[src/rtl/spwm_pkg.sv]
// spwm_pkg: shared widths and the dead-time FSM state encoding for spwm_modulator.
package spwm_pkg;
    localparam int CARRIER_W = 8;
    localparam int SAMPLE_W = 8;
    localparam int DT_W = 8;
    typedef enum logic [2:0] {OFF, HI_ON, DT_TO_LO, LO_ON, DT_TO_HI} spwm_state_t;
endpackage

[src/rtl/spwm_modulator_if.sv]
// spwm_if: bus between the sine-ROM address generator (master) and the modulator (slave).
//   master drives enable and sample; slave returns sample_req, period_start, gate_hi, gate_lo.
interface spwm_if;
    import spwm_pkg::*;
    logic enable;
    logic [SAMPLE_W-1:0] sample;
    logic sample_req;
    logic period_start;
    logic gate_hi;
    logic gate_lo;
    modport master (output enable, sample, input sample_req, period_start, gate_hi, gate_lo);
    modport slave (input enable, sample, output sample_req, period_start, gate_hi, gate_lo);
endinterface

[src/rtl/spwm_modulator_deadtime_gen.sv]
// deadtime_gen: complementary gate pair from raw compare with DEADTIME cycles of both-off on each swap.
//   in: clk, rst (sync, active-high), enable, raw; out: gate_hi, gate_lo (registered).
module deadtime_gen
    import spwm_pkg::*;
#(
    parameter int DEADTIME = 8
) (
    input  logic clk,
    input  logic rst,
    input  logic enable,
    input  logic raw,
    output logic gate_hi,
    output logic gate_lo
);
    spwm_state_t state, nxt;
    logic [DT_W-1:0] dt_cnt;
    logic dt_done;
    assign dt_done = dt_cnt == DT_W'(DEADTIME - 1);
    // A raw reversal during dead time returns straight to the gate that never went off.
    always_comb begin
        nxt = OFF;
        case (state)
            OFF:      nxt = raw ? DT_TO_HI : DT_TO_LO;
            HI_ON:    nxt = raw ? HI_ON : DT_TO_LO;
            LO_ON:    nxt = raw ? DT_TO_HI : LO_ON;
            DT_TO_HI: nxt = !raw ? LO_ON : dt_done ? HI_ON : DT_TO_HI;
            DT_TO_LO: nxt = raw ? HI_ON : dt_done ? LO_ON : DT_TO_LO;
            default:  nxt = OFF;
        endcase
    end
    always_ff @(posedge clk) begin
        if (rst || !enable) begin
            state <= OFF;
            dt_cnt <= '0;
            gate_hi <= 1'b0;
            gate_lo <= 1'b0;
        end else begin
            state <= nxt;
            dt_cnt <= (nxt == state && (state == DT_TO_HI || state == DT_TO_LO)) ? dt_cnt + 1'b1 : '0;
            gate_hi <= nxt == HI_ON;
            gate_lo <= nxt == LO_ON;
        end
    end
endmodule

[src/rtl/spwm_modulator.sv]
// spwm_modulator: triangle-carrier sine PWM with one duty sample per period and a complementary gate pair.
//   in: clk, rst (sync, active-high); bus.enable, bus.sample
//   out: bus.sample_req, bus.period_start, bus.gate_hi, bus.gate_lo
//   SPWM_DEADTIME_EN defined: gates come from deadtime_gen; undefined: gates are registered raw / ~raw.
module spwm_modulator
    import spwm_pkg::*;
#(
    parameter int CARRIER_MAX = 255,
    parameter int DEADTIME = 8
) (
    input  logic clk,
    input  logic rst,
    spwm_if.slave bus
);
    if (CARRIER_MAX < 4 || CARRIER_MAX > 255) begin : g_bad_max
        $error("CARRIER_MAX out of range");
    end
    if (DEADTIME < 1 || DEADTIME > 255) begin : g_bad_dt
        $error("DEADTIME out of range");
    end
    logic [CARRIER_W-1:0] carrier;
    logic [SAMPLE_W-1:0] duty;
    logic up;
    logic raw;
    logic run;
    assign run = bus.enable && !rst;
    assign bus.period_start = run && carrier == '0;
    // Two cycles ahead of the valley: one for the address step, one for the ROM to settle.
    assign bus.sample_req = run && !up && carrier == CARRIER_W'(2);
    assign raw = duty > carrier;
    always_ff @(posedge clk) begin
        if (rst) begin
            carrier <= '0;
            up <= 1'b1;
            duty <= '0;
        end else if (!bus.enable) begin
            carrier <= '0;
            up <= 1'b1;
        end else begin
            if (carrier == '0)
                duty <= bus.sample;
            if (up) begin
                carrier <= carrier == CARRIER_W'(CARRIER_MAX) ? carrier - 1'b1 : carrier + 1'b1;
                up <= carrier != CARRIER_W'(CARRIER_MAX);
            end else begin
                carrier <= carrier == '0 ? CARRIER_W'(1) : carrier - 1'b1;
                up <= carrier == '0;
            end
        end
    end
`ifdef SPWM_DEADTIME_EN
    deadtime_gen #(.DEADTIME(DEADTIME)) u_dt (
        .clk(clk),
        .rst(rst),
        .enable(bus.enable),
        .raw(raw),
        .gate_hi(bus.gate_hi),
        .gate_lo(bus.gate_lo)
    );
`else
    always_ff @(posedge clk) begin
        if (rst) begin
            bus.gate_hi <= 1'b0;
            bus.gate_lo <= 1'b0;
        end else begin
            bus.gate_hi <= bus.enable && raw;
            bus.gate_lo <= bus.enable && !raw;
        end
    end
`endif
endmodule

[src/flat_wrapper.sv]
// flat-port wrapper written by rule: the top's interface ports become plain ports
module spwm_modulator_flat import spwm_pkg::*;
#(
    parameter int CARRIER_MAX = 255,
    parameter int DEADTIME = 8
)
  (clk, rst, bus_enable, bus_sample, bus_sample_req, bus_period_start, bus_gate_hi, bus_gate_lo);
  spwm_if bus_i ();
  input  logic clk;
  input  logic rst;
  input wire logic [$bits(bus_i.enable)-1:0] bus_enable;
  input wire logic [$bits(bus_i.sample)-1:0] bus_sample;
  output wire logic [$bits(bus_i.sample_req)-1:0] bus_sample_req;
  output wire logic [$bits(bus_i.period_start)-1:0] bus_period_start;
  output wire logic [$bits(bus_i.gate_hi)-1:0] bus_gate_hi;
  output wire logic [$bits(bus_i.gate_lo)-1:0] bus_gate_lo;
  assign bus_i.enable = bus_enable;
  assign bus_i.sample = bus_sample;
  assign bus_sample_req = bus_i.sample_req;
  assign bus_period_start = bus_i.period_start;
  assign bus_gate_hi = bus_i.gate_hi;
  assign bus_gate_lo = bus_i.gate_lo;
  spwm_modulator #(.CARRIER_MAX(CARRIER_MAX), .DEADTIME(DEADTIME)) u_core (.clk(clk), .rst(rst), .bus(bus_i));
endmodule
[config.mk]
export PLATFORM = sky130hd
export DESIGN_NAME = spwm_modulator_flat
export DESIGN_NICKNAME = d
export VERILOG_FILES = /design/src/rtl/spwm_pkg.sv /design/src/rtl/spwm_modulator_if.sv /design/src/rtl/spwm_modulator_deadtime_gen.sv /design/src/rtl/spwm_modulator.sv /design/src/flat_wrapper.sv
export SDC_FILE = /design/constraint.sdc
export NUM_CORES = 1
export LEC_CHECK = 0
export ABC_AREA = 1
export BUFFER_PORTS_ARGS = -buffer_cell sky130_fd_sc_hd__buf_2
export CAP_MARGIN = 10
export CORE_MARGIN = 2
export CORE_UTILIZATION = 40
export CTS_CLUSTER_SIZE = 24
export DETAILED_ROUTE_END_ITERATION = 8
export PLACE_DENSITY = 0.59
export SLEW_MARGIN = 15
export SYNTH_ARGS = -nofsm -noshare
export SYNTH_HDL_FRONTEND = slang
export SYNTH_SLANG_ARGS = --single-unit
[constraint.sdc]
create_clock -name clk -period 1.75 [get_ports clk]
set_input_delay 0.2625 -clock clk [delete_from_list [all_inputs] [get_ports clk]]
set_output_delay 0.2625 -clock clk [all_outputs]
set_load 0.005 [all_outputs]
==> impl_results.html <==
<table>
<tr><th>Metric</th><th>Value</th></tr>
<tr><th colspan="2">Outcome</th></tr>
<tr><td>Result of the run</td><td>completed</td></tr>
<tr><th colspan="2">Clocking</th></tr>
<tr><td>Clock network latency to the later pin of the worst-skew pair</td><td>0.30 ns</td></tr>
<tr><td>H-Tree Depth</td><td>1</td></tr>
<tr><td>Clock tree from TritonCTS</td><td>yes</td></tr>
<tr><td>Cts bufs inserted</td><td>3</td></tr>
<tr><td>Maximum buffer depth of the clock tree</td><td>2</td></tr>
<tr><td>Clock-pin transition on the worst setup and hold timing paths</td><td>between 0.1 and 0.15 ns</td></tr>
<tr><td>Clock sinks</td><td>19</td></tr>
<tr><td>CTS root buffer</td><td>sky130_fd_sc_hd__clkbuf_4</td></tr>
<tr><th colspan="2">Floorplan</th></tr>
<tr><td>Core area</td><td>2980 um^2</td></tr>
<tr><td>Top-level I/O count</td><td>15</td></tr>
<tr><td>Die Height</td><td>59.4 um</td></tr>
<tr><td>Row count</td><td>20</td></tr>
<tr><td>Width of the die</td><td>59.4 um</td></tr>
<tr><td>Starting utilization of the core area</td><td>41.3%</td></tr>
<tr><td>Die Footprint</td><td>3530 um^2</td></tr>
<tr><th colspan="2">Critical path</th></tr>
<tr><td>Critical setup path kind</td><td>register to output pin</td></tr>
<tr><td>CP endpoint kind</td><td>output pin</td></tr>
<tr><td>Slack of the worst reg-to-reg path</td><td>0.22 ns</td></tr>
<tr><td>Startpoint kind of the worst setup timing path</td><td>register</td></tr>
<tr><td>Worst path required time</td><td>1.49 ns</td></tr>
<tr><td>Worst EP arrival</td><td>1.41 ns</td></tr>
<tr><td>Crit path max fanout</td><td>6</td></tr>
<tr><th colspan="2">STA</th></tr>
<tr><td>Upper clock frequency limit</td><td>599 MHz</td></tr>
<tr><td>Final number of max-transition violations</td><td>0</td></tr>
<tr><td>Final worst path period share</td><td>95.4%</td></tr>
<tr><td>Tightest slew margin relative to the limit</td><td>75.0%</td></tr>
<tr><td>Aggregate negative setup slack</td><td>0 ns</td></tr>
<tr><td>Final count of hold timing violations</td><td>0</td></tr>
<tr><td>Worst clock skew</td><td>slightly below 0.007 ns</td></tr>
<tr><td>Worst Max-Slew Pin Slew</td><td>~0.37 ns</td></tr>
<tr><td>Tmin final</td><td>1.67 ns</td></tr>
<tr><td>Setup repair after global routing missed its margin</td><td>no</td></tr>
<tr><td>Final count of negative-setup-slack endpoints</td><td>0</td></tr>
<tr><th colspan="2">Placed design</th></tr>
<tr><td>Gpl congestion</td><td>about 0.9</td></tr>
<tr><td>Total instance count after detailed placement</td><td>221</td></tr>
<tr><td>Number of input and output port buffers inserted</td><td>14</td></tr>
<tr><td>Estimated wirelength of the detail-placed design</td><td>2210 um</td></tr>
<tr><th colspan="2">Logic synthesis</th></tr>
<tr><td>Post-synthesis instance area</td><td>approximately 1200 um^2</td></tr>
<tr><td>Post-synthesis sequential element count</td><td>19</td></tr>
<tr><td>Count of yosys warnings during synthesis</td><td>0</td></tr>
<tr><td>Number of flops mapped to enable cells by yosys</td><td>0</td></tr>
<tr><td>Post-synth net total</td><td>200</td></tr>
<tr><td>Leading register cell type out of synthesis</td><td>sky130_fd_sc_hd__dfxtp_1</td></tr>
<tr><td>Gate Count Post-Synth</td><td>177</td></tr>
<tr><td>Avg Synthesized Cell Area</td><td>6.94 um^2</td></tr>
<tr><td>Post-synthesis async set-or-reset flop share</td><td>0%</td></tr>
<tr><td>Library cells used by synthesis</td><td>22</td></tr>
<tr><td>Post-synthesis sequential area ratio</td><td>31.0%</td></tr>
<tr><th colspan="2">Final layout</th></tr>
<tr><td>Proportion of layout cells with a drive suffix above 1</td><td>21.6%</td></tr>
<tr><td>Fill cell instance count of the final layout</td><td>309</td></tr>
<tr><td>Nets</td><td>roughly 220</td></tr>
<tr><td>Final antenna diode count</td><td>0</td></tr>
<tr><td>Non-Filler Instances</td><td>around 230</td></tr>
<tr><td>Layout area overhead</td><td>15.1%</td></tr>
<tr><th colspan="2">Power and ir drop</th></tr>
<tr><td>Power density over the cells</td><td>between 600 and 700 nW/um^2</td></tr>
<tr><td>Leakage</td><td>~0.66 nW</td></tr>
<tr><td>VDD IR max</td><td>~300 uV</td></tr>
<tr><th colspan="2">Worst hold path</th></tr>
<tr><td>Hold Path Class</td><td>input pin to register</td></tr>
<tr><th colspan="2">Global route</th></tr>
<tr><td>Overall overflow remaining after global route</td><td>0</td></tr>
<tr><td>Pin count of the biggest net entering global routing</td><td>11</td></tr>
<tr><td>Initial antenna violation count</td><td>0</td></tr>
<tr><td>Wire length of the first global-routing pass</td><td>~4900 um</td></tr>
<tr><td>Vias in the first global route</td><td>~1,100</td></tr>
<tr><td>Total routing resource utilization after global routing</td><td>18.3%</td></tr>
<tr><th colspan="2">Routing</th></tr>
<tr><td>Number of DRC violations after detailed-routing iteration 0</td><td>69</td></tr>
<tr><td>Total wirelength of the detailed-routed design</td><td>2870 um</td></tr>
<tr><td>Iteration count of the initial detailed-routing pass</td><td>4</td></tr>
<tr><td>Routed WL per cell</td><td>roughly 12 um</td></tr>
<tr><td>Antenna Violating Nets Remaining</td><td>0</td></tr>
<tr><td>Total number of vias</td><td>1,210</td></tr>
<tr><td>Post-detailed-route via-to-cell ratio</td><td>5.22</td></tr>
<tr><td>Residual DRC count</td><td>0</td></tr>
<tr><th colspan="2">Job</th></tr>
<tr><td># Max-Cap Violations</td><td>0</td></tr>
</table>
[per-stage QoR]
stage	hold WS (ns)	instance area (um^2)	util (%)	power [W]	worst slack (ns)
after floorplan	0.405	1230	-	0.000576	0.405
after global placement	0.459	1310	44.1	0.000615	0.248
after detailed placement	0.465	1310	44.1	0.000619	0.194
after CTS	0.180	1370	45.8	0.000860	0.00939
after global routing	0.186	1410	47.5	0.000908	0.000398
final	0.186	1410	47.5	0.000864	0.0799
[kinds of logic after synthesis]
| kind of cell | Yosys count | share of synthesized area [%] |
|---|---|---|
| buffers and inverters | 23 | 8.66 |
| adders and majority gates | 12 | 12.2 |
| and+or+nand+nor | 93 | 34.7 |
| xor gates and xnor gates | 2 | 1.43 |
| DFF | 19 | 31.0 |
| AOI/OAI and AO/OA | 28 | 12.0 |
[placed cells by master (no fill, tap or decap), types with 4 or more instances in the layout]
cell type	n
sky130_fd_sc_hd__nand2_2	4
sky130_fd_sc_hd__nand4_1	4
sky130_fd_sc_hd__dfxtp_2	4
sky130_fd_sc_hd__buf_2	14
sky130_fd_sc_hd__ha_1	11
sky130_fd_sc_hd__inv_1	17
sky130_fd_sc_hd__nand3_1	13
sky130_fd_sc_hd__nor2_1	16
sky130_fd_sc_hd__a21oi_1	22
sky130_fd_sc_hd__nand2_1	49
sky130_fd_sc_hd__buf_4	7
sky130_fd_sc_hd__dfxtp_1	14
[synth_stat cells (all sizes together), types with 2 or more instances]
master	n	area, um^2
inv	19	71.3
nand4	4	25.0
ha	12	150
nor2	20	100
nand3	13	65.1
buf	2	22.5
a21oi	22	110
nand2	55	231
dfxtp	19	380
o21bai	2	15.0
o21ai	3	15.0
[critical path, cell delays in order (launching register included)]
cell	delay [ns]
sky130_fd_sc_hd__dfxtp_4	0.37
sky130_fd_sc_hd__inv_2	0.10
sky130_fd_sc_hd__ha_4	0.14
sky130_fd_sc_hd__nand2_2	0.06
sky130_fd_sc_hd__nor2_4	0.14
sky130_fd_sc_hd__nand2_4	0.08
sky130_fd_sc_hd__nor2_1	0.08
sky130_fd_sc_hd__buf_2	0.11
[flip-flops by register name, summed over array words and instances (netlist names)]
name	flops
u_core.bus.gate_hi	1
u_core.bus.gate_lo	1
u_core.carrier	8
u_core.duty	8
u_core.up	1
[path summary, 6_finish.rpt]
kind,start,endpoint,cells past startpoint
max,u_core.carrier[1]$_SDFF_PP0_,bus_period_start,7
max reg2reg,u_core.carrier[1]$_SDFF_PP0_,u_core.carrier[2]$_SDFF_PP0_,9
min reg2reg,u_core.duty[3]$_SDFFE_PP0P_,u_core.duty[3]$_SDFFE_PP0P_,2
min,bus_sample[0],u_core.duty[0]$_SDFFE_PP0P_,3
[metal layers]
layer | track usage [%] | share of wire (%) | vias up
met3 | 2.84 | 3.0 | 11
met5 | 0 | 0 | -
met2 | 31.2 | 49 | 32
met4 | 9.42 | 2.4 | 0
li1 | - | - | 616
met1 | 21.8 | 46 | 551
[report_power, final]
part	internal [W]	switching, W
Sequential	0.000450	0.0000103
Clock	0.0000888	0.000149
Combinational	0.0000762	0.0000900
Total	0.000615	0.000250
[cell type report]
cell class,instances,area (um^2),share of cell area (%)
Multi-Input combinational cell,135,754,53.4
Inverter,20,80.1,5.66
Clock buffer,4,26.3,1.86
Sequential cell,19,389,27.5
Tap cell,33,41.3,2.92
Timing Repair Buffer,21,123,8.67
[timing repair]
item / CTS / global route
setup endpoints to repair: 1 / 2
hold buffers: 0 / 0
resized for setup: 4 / 6
endpoints found under the hold margin: 0 / 0
setup buffers: 3 / 4
pin swaps: 3 / 2
Power figures use the tool's default switching activity.
